## config.mk

```make
export PLATFORM = sky130hd
export DESIGN_NAME = proc_out_uart
export DESIGN_NICKNAME = d
export VERILOG_FILES = /design/src/rtl/proc_out_uart.sv
export SDC_FILE = /design/constraint.sdc
export NUM_CORES = 1
export LEC_CHECK = 0
export CORE_ASPECT_RATIO = 0.5
export CORE_MARGIN = 1.5
export CORE_UTILIZATION = 48
export DETAILED_ROUTE_END_ITERATION = 8
export HOLD_SLACK_MARGIN = 0.02
export PLACE_DENSITY = 0.7
export SYNTH_ARGS = -nofsm -noshare
export SYNTH_HDL_FRONTEND = slang
export SYNTH_SLANG_ARGS = --single-unit
```

## constraint.sdc

```tcl
create_clock -name clk -period 3.4 [get_ports clk]
set_input_delay 0.85 -clock clk [delete_from_list [all_inputs] [get_ports clk]]
set_output_delay 0.85 -clock clk [all_outputs]
set_load 0.02 [all_outputs]
```

## src/rtl/proc_out_uart.sv

```systemverilog
// Serial console adapter: whenever the processor's out0 value changes, send it
// over an 8N1 UART line as eight uppercase hex digits followed by CR LF.
module proc_out_uart #(
    parameter int CLKS_PER_BIT = 868
) (
    input  logic        clk,
    input  logic        rst,
    input  logic [31:0] out_data,
    output logic        tx,
    output logic        busy,
    output logic        frame_done
);

    localparam int BAUD_W = (CLKS_PER_BIT > 2) ? $clog2(CLKS_PER_BIT) : 1;
    localparam logic [BAUD_W-1:0] BAUD_LAST = BAUD_W'(CLKS_PER_BIT - 1);
    localparam logic [BAUD_W-1:0] BAUD_PRE  = BAUD_W'(CLKS_PER_BIT - 2);

    typedef enum logic [1:0] {
        IDLE  = 2'd0,
        START = 2'd1,
        DATA  = 2'd2,
        STOP  = 2'd3
    } state_t;

    state_t              state_q, state_d;
    logic [31:0]         last_sent_q, last_sent_d;
    logic [31:0]         snap_q, snap_d;
    logic [BAUD_W-1:0]   baud_q, baud_d;
    logic [2:0]          bit_q, bit_d;
    logic [3:0]          char_q, char_d;
    logic                tx_q, tx_d;
    logic                busy_q, busy_d;
    logic                frame_done_q, frame_done_d;
    logic [7:0]          cur_char_s;

    function automatic logic [7:0] hex_ascii(input logic [3:0] nib);
        logic [7:0] res;
        if (nib < 4'd10) begin
            res = 8'h30 + {4'h0, nib};
        end else begin
            res = 8'h37 + {4'h0, nib};
        end
        return res;
    endfunction

    // Chars 0..7 are nibbles of the snapshot MSB first, then CR, LF.
    function automatic logic [7:0] char_at(input logic [31:0] snap, input logic [3:0] idx);
        logic [7:0] res;
        logic [2:0] pos;
        pos = 3'd7 - idx[2:0];
        case (idx)
            4'd8:    res = 8'h0D;
            4'd9:    res = 8'h0A;
            default: res = hex_ascii(snap[{pos, 2'b00} +: 4]);
        endcase
        return res;
    endfunction

    assign cur_char_s = char_at(snap_q, char_q);

    // Next-state and next-output logic for the transmit FSM.
    always_comb begin
        state_d      = state_q;
        last_sent_d  = last_sent_q;
        snap_d       = snap_q;
        baud_d       = baud_q;
        bit_d        = bit_q;
        char_d       = char_q;
        tx_d         = tx_q;
        busy_d       = busy_q;
        frame_done_d = 1'b0;
        case (state_q)
            IDLE: begin
                if (out_data != last_sent_q) begin
                    snap_d      = out_data;
                    last_sent_d = out_data;
                    char_d      = 4'd0;
                    bit_d       = 3'd0;
                    baud_d      = '0;
                    state_d     = START;
                    tx_d        = 1'b0;
                    busy_d      = 1'b1;
                end else begin
                    tx_d   = 1'b1;
                    busy_d = 1'b0;
                end
            end
            START: begin
                if (baud_q == BAUD_LAST) begin
                    baud_d  = '0;
                    bit_d   = 3'd0;
                    state_d = DATA;
                    tx_d    = cur_char_s[0];
                end else begin
                    baud_d = baud_q + 1'b1;
                end
            end
            DATA: begin
                if (baud_q == BAUD_LAST) begin
                    baud_d = '0;
                    if (bit_q == 3'd7) begin
                        state_d = STOP;
                        tx_d    = 1'b1;
                    end else begin
                        bit_d = bit_q + 3'd1;
                        tx_d  = cur_char_s[bit_q + 3'd1];
                    end
                end else begin
                    baud_d = baud_q + 1'b1;
                end
            end
            STOP: begin
                if (baud_q == BAUD_LAST) begin
                    baud_d = '0;
                    if (char_q == 4'd9) begin
                        state_d = IDLE;
                        busy_d  = 1'b0;
                        tx_d    = 1'b1;
                    end else begin
                        char_d  = char_q + 4'd1;
                        state_d = START;
                        tx_d    = 1'b0;
                    end
                end else begin
                    baud_d = baud_q + 1'b1;
                    // Raise the pulse so it is visible during the last stop cycle.
                    frame_done_d = (char_q == 4'd9) && (baud_q == BAUD_PRE);
                end
            end
            default: begin
                state_d = IDLE;
                tx_d    = 1'b1;
                busy_d  = 1'b0;
            end
        endcase
    end

    // State and output registers with synchronous reset.
    always_ff @(posedge clk) begin
        if (rst) begin
            state_q      <= IDLE;
            last_sent_q  <= 32'h0000_0000;
            snap_q       <= 32'h0000_0000;
            baud_q       <= '0;
            bit_q        <= 3'd0;
            char_q       <= 4'd0;
            tx_q         <= 1'b1;
            busy_q       <= 1'b0;
            frame_done_q <= 1'b0;
        end else begin
            state_q      <= state_d;
            last_sent_q  <= last_sent_d;
            snap_q       <= snap_d;
            baud_q       <= baud_d;
            bit_q        <= bit_d;
            char_q       <= char_d;
            tx_q         <= tx_d;
            busy_q       <= busy_d;
            frame_done_q <= frame_done_d;
        end
    end

    assign tx         = tx_q;
    assign busy       = busy_q;
    assign frame_done = frame_done_q;

endmodule

```

==> run_summary.xml <==
<?xml version="1.0" encoding="UTF-8"?>
<metrics>
  <group name="sta">
    <metric name="skew" unit="ns">0.005360</metric>
    <metric name="setup_tns" unit="ns">0</metric>
    <metric name="finalSetupViolations" unit="">0</metric>
    <metric name="worst_pin_slew" unit="ns">0.7925</metric>
    <metric name="timing.fmax" unit="MHz">356.4</metric>
    <metric name="finalHoldViolations" unit="">0</metric>
    <metric name="slew-limit-headroom" unit="">0.4700</metric>
    <metric name="period_share" unit="">0.8253</metric>
    <metric name="min_clock_period_post_route" unit="ns">2.806</metric>
    <metric name="fin_hold_ws" unit="ns">0.4825</metric>
    <metric name="grt_setup_unrepaired" unit="">false</metric>
    <metric name="maxSlewViolCount" unit="">0</metric>
  </group>
  <group name="run">
    <metric name="max_cap_viol_count" unit="">0</metric>
  </group>
  <group name="power_and_ir_drop">
    <metric name="cellLeakagePower" unit="nW">1.438</metric>
    <metric name="power_per_cell_area" unit="nW/um2">701.8</metric>
    <metric name="sequential_power_share" unit="">0.340</metric>
    <metric name="peakVddDrop" unit="V">0.0003104</metric>
    <metric name="combPwrFrac" unit="">0.409</metric>
    <metric name="p_clk_frac" unit="">0.251</metric>
    <metric name="power.share.switching" unit="">0.3393</metric>
    <metric name="totalPowerFinal" unit="mW">2.695</metric>
    <metric name="total_switching_power" unit="mW">0.9142</metric>
    <metric name="p_int" unit="mW">1.781</metric>
  </group>
  <group name="clock_tree">
    <metric name="cts_repair_resize_count" unit="">0</metric>
    <metric name="clk-insertion-delay-late" unit="ns">0.30</metric>
    <metric name="clock_tree_from_tritoncts" unit="">yes</metric>
    <metric name="cts_sinks" unit="">54</metric>
    <metric name="clockRootBuffer" unit="">clkbuf_16</metric>
    <metric name="path_clk_slew" unit="ns">0.07</metric>
    <metric name="number_of_h_tree_levels" unit="">2</metric>
    <metric name="clockBufferDepth" unit="">2</metric>
    <metric name="number_of_clock_buffers_inserted_by_tritoncts" unit="">5</metric>
    <metric name="cts_setup_buffers" unit="">0</metric>
    <metric name="holdBufCountCts" unit="">0</metric>
  </group>
  <group name="cells_and_area">
    <metric name="area_growth_syn_to_fin" unit="%">19.42</metric>
    <metric name="nFillCells" unit="">547</metric>
    <metric name="utilization" unit="">0.6138</metric>
    <metric name="ratio_of_cells_with_drive_above_1_in_the_final_layout" unit="">0.06739</metric>
    <metric name="final_net_count" unit="">417</metric>
    <metric name="instances_no_fill" unit="">459</metric>
    <metric name="multi_input_area" unit="um2">2002</metric>
    <metric name="antennaDiodeCount" unit="">0</metric>
    <metric name="final-seq-area" unit="um2">1081</metric>
  </group>
  <group name="worst_setup_path">
    <metric name="critical-path-slowest-cell" unit="">mux4_1</metric>
    <metric name="worst_ep_arrival_time" unit="ns">2.98</metric>
    <metric name="timing.critical_path.from_type" unit="">register</metric>
    <metric name="crit_type" unit="">register to register</metric>
    <metric name="cp_slowest_stage_delay" unit="ns">0.62</metric>
    <metric name="critical_path.top_delay_family" unit="">multiplexers</metric>
    <metric name="critical_path_buf_inv_count" unit="">1</metric>
    <metric name="critical_path_peak_fanout" unit="">8</metric>
    <metric name="critPathCaptureType" unit="">register</metric>
    <metric name="path_cells" unit="">buf_4 &gt; mux4_1 &gt; mux2i_4 &gt; ha_1 &gt; a21oi_1 &gt; o21ai_1 &gt; a311oi_1 &gt; o41ai_1 &gt; a2bb2oi_1</metric>
    <metric name="timing.critical_path.required" unit="ns">3.57</metric>
  </group>
  <group name="global_route">
    <metric name="number_of_antenna_violations_at_the_first_check_in_global_routing" unit="">0</metric>
    <metric name="grt_remaining_overflow" unit="">0</metric>
    <metric name="global_route_wire_length_before_repair" unit="um">11390</metric>
    <metric name="maximum_number_of_pins_on_one_net_before_global_route_repair" unit="">35</metric>
    <metric name="grt_pass1_vias" unit="">2464</metric>
    <metric name="gr_usage_total" unit="">0.2033</metric>
  </group>
  <group name="route">
    <metric name="first_pass_detailed_route_iteration_total" unit="">4</metric>
    <metric name="drt-wirelength-per-cell" unit="um">14.89</metric>
    <metric name="vias" unit="">2557</metric>
    <metric name="drc" unit="">0</metric>
    <metric name="via_per_inst" unit="">5.571</metric>
    <metric name="detailedRoute.firstIterationViolations" unit="">224</metric>
    <metric name="drt_wl_total" unit="um">6834</metric>
    <metric name="ant_nets" unit="">0</metric>
  </group>
  <group name="yosys">
    <metric name="synth_async_sr_flop_share" unit="">0</metric>
    <metric name="post-synth-top-area-fraction" unit="">0.3362</metric>
    <metric name="netlist_top_cells_count" unit="">dfxtp_1 (54), nor2_1 (53), mux2i_1 (37)</metric>
    <metric name="number_of_register_bits_inferred_by_synthesis" unit="">54</metric>
    <metric name="synth_area_leaders" unit="">dfxtp_1 (34%), mux2i_1 (12%), xnor2_1 (9.3%)</metric>
    <metric name="synth_cell_type_count" unit="">51</metric>
    <metric name="synth_sequential_area_ratio" unit="">0.3362</metric>
    <metric name="number_of_synthesized_flops_with_an_enable_pin" unit="">0</metric>
    <metric name="postSynthNetCount" unit="">384</metric>
    <metric name="synth_largest_area_cell" unit="">dfxtp_1</metric>
    <metric name="syn-instance-count" unit="">337</metric>
    <metric name="ys_warn_count" unit="">0</metric>
    <metric name="post_synth_instance_area" unit="um2">3216</metric>
    <metric name="synth.avg_cell_area" unit="um2">9.542</metric>
    <metric name="dominantRegCellSynth" unit="">dfxtp_1</metric>
    <metric name="synth_most_common_cell" unit="">dfxtp_1</metric>
  </group>
  <group name="die">
    <metric name="floorplan.io_pins" unit="">37</metric>
    <metric name="fp.dieH" unit="um">60.88</metric>
    <metric name="fp-row-count" unit="">20</metric>
    <metric name="starting_density_of_the_core" unit="">0.5140</metric>
    <metric name="die_area" unit="um2">7229</metric>
    <metric name="floorplan_die_width" unit="um">118.8</metric>
    <metric name="core_outline_area" unit="um2">6256</metric>
  </group>
  <group name="outcome">
    <metric name="status" unit="">finished, final reports clean</metric>
  </group>
  <group name="placement">
    <metric name="numPlacedInstances" unit="">451</metric>
    <metric name="post_dp_hpwl" unit="um">5005</metric>
    <metric name="place.port_buffers" unit="">36</metric>
    <metric name="finalWeightedCongestion" unit="">0.8469</metric>
  </group>
  <group name="min_path">
    <metric name="class_of_the_worst_hold_path" unit="">register to register</metric>
  </group>
</metrics>
[cell usage in the layout (no fill, tap or decap), drive strengths merged, types with 2 or more instances in the layout]
| cell type | instances |
|---|---|
| nand4 | 13 |
| nor2 | 53 |
| nor4b | 2 |
| a21o | 2 |
| buf | 7 |
| nand2b | 4 |
| dfxtp | 54 |
| xnor2 | 34 |
| xor2 | 8 |
| a21oi | 12 |
| inv | 6 |
| ha | 13 |
| clkdlybuf4s50 | 36 |
| nand3 | 8 |
| nor4 | 2 |
| mux2i | 39 |
| clkbuf | 6 |
| o2111ai | 3 |
| a2bb2oi | 2 |
| mux4 | 8 |
| a311oi | 3 |
| and4b | 2 |
| bufinv | 2 |
| a31oi | 2 |
| and3 | 5 |
| and2 | 5 |
| o21ai | 12 |
| o21a | 2 |
| nand2 | 10 |
[per-stage QoR]
| stage | cell area, um2 | setup slack [ns] |
|---|---|---|
| after floorplan | 3216 | 0.9809 |
| after global placement | 3641 | 0.3569 |
| after detailed placement | 3641 | 0.3315 |
| after CTS | 3840 | 0.5950 |
| after global routing | 3840 | 0.3591 |
| final | 3840 | 0.5938 |
[flip-flops by register name (all words and copies together) (netlist names)]
signal	count
frame_done	1
state_q	2
snap_q	32
baud_q	10
tx	1
busy	1
bit_q	3
char_q	4
[power by group through the flow]
stage | Clock, mW | Sequential, mW | Combinational [mW]
floorplan | 0 | 0.893 | 0.881
global placement | 0 | 0.921 | 1.07
detailed placement | 0 | 0.929 | 1.09
CTS | 0.688 | 0.916 | 1.11
global route | 0.716 | 0.938 | 1.21
finish | 0.675 | 0.916 | 1.10
[area by class of cell]
type                            instances  share of cell area
Sequential cell                        54              0.2815
Inverter                                6            0.005865
Clock buffer                            6             0.03617
Timing Repair Buffer                   43              0.1108
Clock inverter                          2             0.01564
Tap cell                               88             0.02867
Multi-Input combinational cell        260              0.5213
[cell families (layout without fill, tap and decap cells)]
logic type | count (synthesis) | after routing | synth area share
adder cells (fa/ha/maj) | 13 | 13 | 0.05058
multiplexers | 48 | 48 | 0.1934
flip-flops | 54 | 54 | 0.3362
AO/OA/AOI/OAI | 44 | 44 | 0.08677
AND/OR/NAND/NOR | 113 | 113 | 0.1767
XOR/XNOR | 42 | 42 | 0.1144
buffers and inverters | 23 | 57 | 0.04202
[final timing paths]
kind | from | to | slack [ns] | cells after the start
setup reg to reg | char_q[0] | tx | 0.59 | 9
setup / recovery | char_q[0] | tx | 0.59 | 9
hold / removal | bit_q[1] | bit_q[1] | 0.48 | 2
hold reg to reg | bit_q[1] | bit_q[1] | 0.48 | 2
[metal layers]
layer	track usage	routed length, um	vias up
met2	0.3588	3163	52
met4	0.07573	118	0
met5	0	0	-
met1	0.2517	3254	1221
met3	0.04887	298	14
li1	-	-	1270
[worst reg2reg max path: stages, from the launching register on]
cell and delay, ns:
dfxtp_1 0.51, buf_4 0.26, mux4_1 0.62, mux2i_4 0.23
ha_1 0.25, a21oi_1 0.08, o21ai_1 0.13, a311oi_1 0.11
o41ai_1 0.39, a2bb2oi_1 0.10
Note: power is estimated with default switching activity, not from simulation.
